[config.mk]
export PLATFORM = sky130hd
export DESIGN_NAME = uart_tx_fifo
export DESIGN_NICKNAME = d
export VERILOG_FILES = /design/src/rtl/uart_tx_fifo.sv
export SDC_FILE = /design/constraint.sdc
export NUM_CORES = 1
export LEC_CHECK = 0
export CORE_ASPECT_RATIO = 0.6
export CORE_MARGIN = 10
export CORE_UTILIZATION = 65
export DETAILED_ROUTE_END_ITERATION = 8
export DONT_BUFFER_PORTS = 1
export PLACE_DENSITY_LB_ADDON = 0.15
export SLEW_MARGIN = 20
export SYNTH_ARGS = -nofsm -noshare
export SYNTH_HDL_FRONTEND = slang
export SYNTH_SLANG_ARGS = --single-unit
[constraint.sdc]
create_clock -name clk -period 3.8 [get_ports clk]
set_clock_uncertainty 0.2 [all_clocks]
set_input_delay 0.76 -clock clk [delete_from_list [all_inputs] [get_ports clk]]
set_output_delay 0.76 -clock clk [all_outputs]
set_load 0.02 [all_outputs]
[src/rtl/uart_tx_fifo.sv]
// rtl/uart_tx_fifo.sv - byte FIFO feeding a UART transmitter over a tdata/tvalid/tready handshake.
// Optional sticky overflow flag is built only when UART_TX_FIFO_OVF_EN is defined.
module uart_tx_fifo #(
    parameter int DEPTH = 16,
    parameter int CNT_W = $clog2(DEPTH) + 1
) (
    input  logic             clk,
    input  logic             rst,
    input  logic [7:0]       wr_data,
    input  logic             wr_en,
    output logic             full,
    output logic [CNT_W-1:0] count,
    output logic [7:0]       tdata,
    output logic             tvalid,
    input  logic             tready,
    input  logic             ovf_clr,
    output logic             overflow
);
    localparam int PTR_W = $clog2(DEPTH);

    logic [7:0]       mem [DEPTH];
    logic [PTR_W-1:0] wr_ptr;
    logic [PTR_W-1:0] rd_ptr;
    logic [CNT_W-1:0] count_q;
    logic             push;
    logic             pop;

    assign full   = (count_q == CNT_W'(DEPTH));
    assign tvalid = (count_q != '0);
    assign count  = count_q;
    assign tdata  = mem[rd_ptr];

    // Both decisions use pre-edge state, so a write while full is dropped even if a pop frees a slot.
    assign push = wr_en && !full;
    assign pop  = tvalid && tready;

    always_ff @(posedge clk) begin
        if (push) begin
            mem[wr_ptr] <= wr_data;
        end
    end

    // DEPTH is a power of two, so the pointers wrap by natural overflow.
    always_ff @(posedge clk or negedge rst) begin
        if (!rst) begin
            wr_ptr  <= '0;
            rd_ptr  <= '0;
            count_q <= '0;
        end else begin
            if (push) begin
                wr_ptr <= wr_ptr + 1'b1;
            end
            if (pop) begin
                rd_ptr <= rd_ptr + 1'b1;
            end
            case ({push, pop})
                2'b10:   count_q <= count_q + 1'b1;
                2'b01:   count_q <= count_q - 1'b1;
                default: count_q <= count_q;
            endcase
        end
    end

`ifdef UART_TX_FIFO_OVF_EN
    logic ovf_q;

    always_ff @(posedge clk or negedge rst) begin
        if (!rst) begin
            ovf_q <= 1'b0;
        end else if (wr_en && full) begin
            ovf_q <= 1'b1;
        end else if (ovf_clr) begin
            ovf_q <= 1'b0;
        end
    end

    assign overflow = ovf_q;
`else
    logic unused_ovf_clr;

    assign unused_ovf_clr = ovf_clr;
    assign overflow       = 1'b0;
`endif

endmodule

==> results.sh <==
export IMPL_drive_above_1_share_pct=20.17
export IMPL_finalWeightedCongestion=0.7763
export IMPL_yosys_area_share_simple_pct=3.613
export IMPL_total_power_mw=5.288
export IMPL_portBuffers=0
export IMPL_worstSetupPathType="flip-flop to output pin"
export IMPL_p_comb_share_pct=28.8
export IMPL_yosys_warnings=0
export IMPL_status="finished clean"
export IMPL_synth_seq_cells=141
export IMPL_nFillCells=486
export IMPL_diodes=0
export IMPL_synthXorXnorAreaFrac_pct=1.514
export IMPL_antenna_found_initial=0
export IMPL_netlist_area_sq_um=5783
export IMPL_fp_dieW_microns=141.8
export IMPL_critical_path_top_delay_family="flip-flops"
export IMPL_slew_headroom_pct=28.16
export IMPL_wire_per_inst_microns=25.85
export IMPL_pre_cts_ws_ns=0.8017
export IMPL_dp_hpwl_mm=7.497
export IMPL_cpPeakStageDelay_ns=0.71
export IMPL_cts_sinks=141
export IMPL_crit_arrival_ns=2.45
export IMPL_final_max_slew_viol_count=0
export IMPL_period_minus_slack_ns=3.411
export IMPL_die_area_sq_um=13190
export IMPL_synth_compound_area_share_pct=5.279
export IMPL_final_period_utilization_pct=89.76
export IMPL_seq_area_frac_synth_pct=72.09
export IMPL_clkPwrFrac_pct=30.4
export IMPL_clock_latency_ns=0.42
export IMPL_cap_violations=0
export IMPL_cts_htree_levels=4
export IMPL_setup_tns_ns=0
export IMPL_cts_buffers=17
export IMPL_p_sw_mw=1.841
export IMPL_ant_nets=0
export IMPL_cts_setup_buffers=0
export IMPL_worst_pin_slew_ns=1.074
export IMPL_crit_required_ns=2.84
export IMPL_layout_setup_ws_ns=0.3892
export IMPL_synth_fa_ha_area_share_pct=2.293
export IMPL_drc=0
export IMPL_vias=2973
export IMPL_crit_chain="buf_12 > mux4_2 > a22oi_1 > nand2_1"
export IMPL_placed_area_sq_um=5913
export IMPL_cellInternalPower_mw=3.447
export IMPL_ios=29
export IMPL_finalInstanceArea_sq_um=6505
export IMPL_cts_tree="done"
export IMPL_grt_pass1_vias=3070
export IMPL_pwr_share_seq_pct=40.8
export IMPL_rsz0062_at_grt="false"
export IMPL_path_max_fanout=25
export IMPL_setup_viol=0
export IMPL_crit_path_start_kind="flip-flop"
export IMPL_cts_buffer_depth=2
export IMPL_syn2layout_area_growth_pct=12.48
export IMPL_finalHoldViolations=0
export IMPL_floorplan_initialDensity_pct=67.34
export IMPL_p_per_area_nw_per_um2=812.8
export IMPL_slowest_stage="dfrtp_2"
export IMPL_fp_row_count=26
export IMPL_mostFrequentLayoutCells="edfxtp_1 (128), mux2i_1 (33), nand2_1 (18), clkbuf_16 (17), mux4_2 (16)"
export IMPL_coreArea_sq_um=8588
export IMPL_cts_root_buf="clkbuf_16"
export IMPL_die_h_microns=93.07
export IMPL_grt_max_degree=26
export IMPL_syn_num_nets=344
export IMPL_synthCells=321
export IMPL_clock_fmax_mhz=293.2
export IMPL_synth_mux_area_share_pct=12.33
export IMPL_viasPerCell=6.407
export IMPL_p_sw_share_pct=34.81
export IMPL_end_kind="output pin"
export IMPL_p_leak_nw=2.292
export IMPL_path_clk_slew_ns=0.06
export IMPL_routed_wl_mm=11.99
export IMPL_cts_resized=0
export IMPL_synth_area_per_cell_sq_um=18.02
export IMPL_synth_top_family_by_area="multiplexers"
export IMPL_first_pass_iters=5
export IMPL_layout_commonest_cell="edfxtp_1"
export IMPL_grt_usage_pct=19.35
export IMPL_ir_drop_mv=0.5281
export IMPL_final_nets=362
export IMPL_hold_class="input pin to flip-flop"
export IMPL_reg2reg_slack_ns=0.79
export IMPL_drtIter0Drc=255
export IMPL_critical_path_buf_inv_count=1
export IMPL_grt_overflow=0
export IMPL_yosysUniqueCellTypes=34
export IMPL_grt_pass1_wl_mm=18.49
[path summary, 6_finish.rpt]
path | start | end | cells after the start
min in group asynchronous | rst | wr_ptr[0] | 1
max in group asynchronous | rst | rd_ptr[0] | 1
min reg2reg | wr_ptr[3] | wr_ptr[3] | 1
max | rd_ptr[0] | tdata[3] | 4
min | wr_data[5] | mem[10][5] | 0
max reg2reg | count[0] | count[4] | 8
[sequential cells by signal, indices dropped and copies added, names as in the netlist]
name and flops:
mem 128, wr_ptr 4, count 5, rd_ptr 4
[worst reg2reg max path: cells and delay by family, from the launching register on]
kind | cells | cell delay (ns)
fa+ha+maj | 2 | 0.78
compound gates | 3 | 0.60
flops | 1 | 0.54
simple gates | 1 | 0.41
mux | 1 | 0.25
xor+xnor | 1 | 0.14
[power groups by stage]
stage | logic [mW] | clock network [mW] | registers (mW)
detailed placement | 1.50 | 0 | 2.19
global route | 1.66 | 1.69 | 2.19
floorplan | 1.30 | 0 | 2.05
finish | 1.52 | 1.61 | 2.16
CTS | 1.53 | 1.63 | 2.16
global placement | 1.47 | 0 | 2.18
[Yosys cell counts (all sizes together)]
master  number  area [sq um]
edfxtp     128          3844
mux2i       33         330.3
nand2       18         67.56
a221oi      16         146.4
mux4        16         360.4
buf         14         127.6
dfrtp       13         325.3
nor2        13         48.80
o21ai       11         55.05
ha           9         112.6
a22oi        8         60.06
xnor2        8         70.07
inv          5         18.77
clkbuf       4         16.26
nor3         4         20.02
a21boi       2         18.77
a21o         2         15.01
a21oi        2         10.01
and2         2         15.02
mux2         2         22.52
nand2b       2         12.51
nor2b        2         12.51
xor2         2         17.52
conb         1         3.750
fa           1         20.02
nand3        1         5.000
nand4        1         6.260
nor4         1         21.27
[stage by stage]
| stage | utilization, % | std cells | hold slack, ns |
|---|---|---|---|
| floorplan | - | 321 | 0.2644 |
| global placement | 68.85 | 431 | 0.2648 |
| detailed placement | 68.85 | 431 | 0.2648 |
| CTS | 75.74 | 464 | 0.2200 |
| global route | 75.74 | 464 | 0.2146 |
| finish | 75.74 | 464 | 0.2297 |
[cells by family (layout without fill, tap and decap cells)]
group | count (synthesis) | count (layout)
DFF | 141 | 141
muxes | 51 | 51
and+or+nand+nor | 44 | 44
AOI/OAI and AO/OA | 41 | 41
buffers and inverters | 23 | 54
adders and majority gates | 10 | 10
xor gates and xnor gates | 10 | 10
other | 1 | 1
[cell type report]
cell class	count	area, sq um	area share, %
Sequential cell	141	4170	64.11
Multi-Input combinational cell	157	1451	22.31
Clock buffer	17	425.4	6.540
Clock inverter	15	156.4	2.404
Timing Repair Buffer	17	142.6	2.193
Tap cell	112	140.1	2.154
Inverter	5	18.77	0.2885
[what timing repair did]
action | 4_1_cts | 5_1_grt
setup endpoints to repair | 0 | 0
hold endpoints to repair | 13 | 0
hold buffers | 1 | 0
[per-layer routing]
metal  track usage [%]  share of wire, %  up-vias
li1                  -                 -     1306
met1             25.83                44     1511
met2             28.54                45      134
met3             6.465               8.1       22
met4             8.475               2.3        0
met5                 0                 0        -
Power figures use the tool's default switching activity.
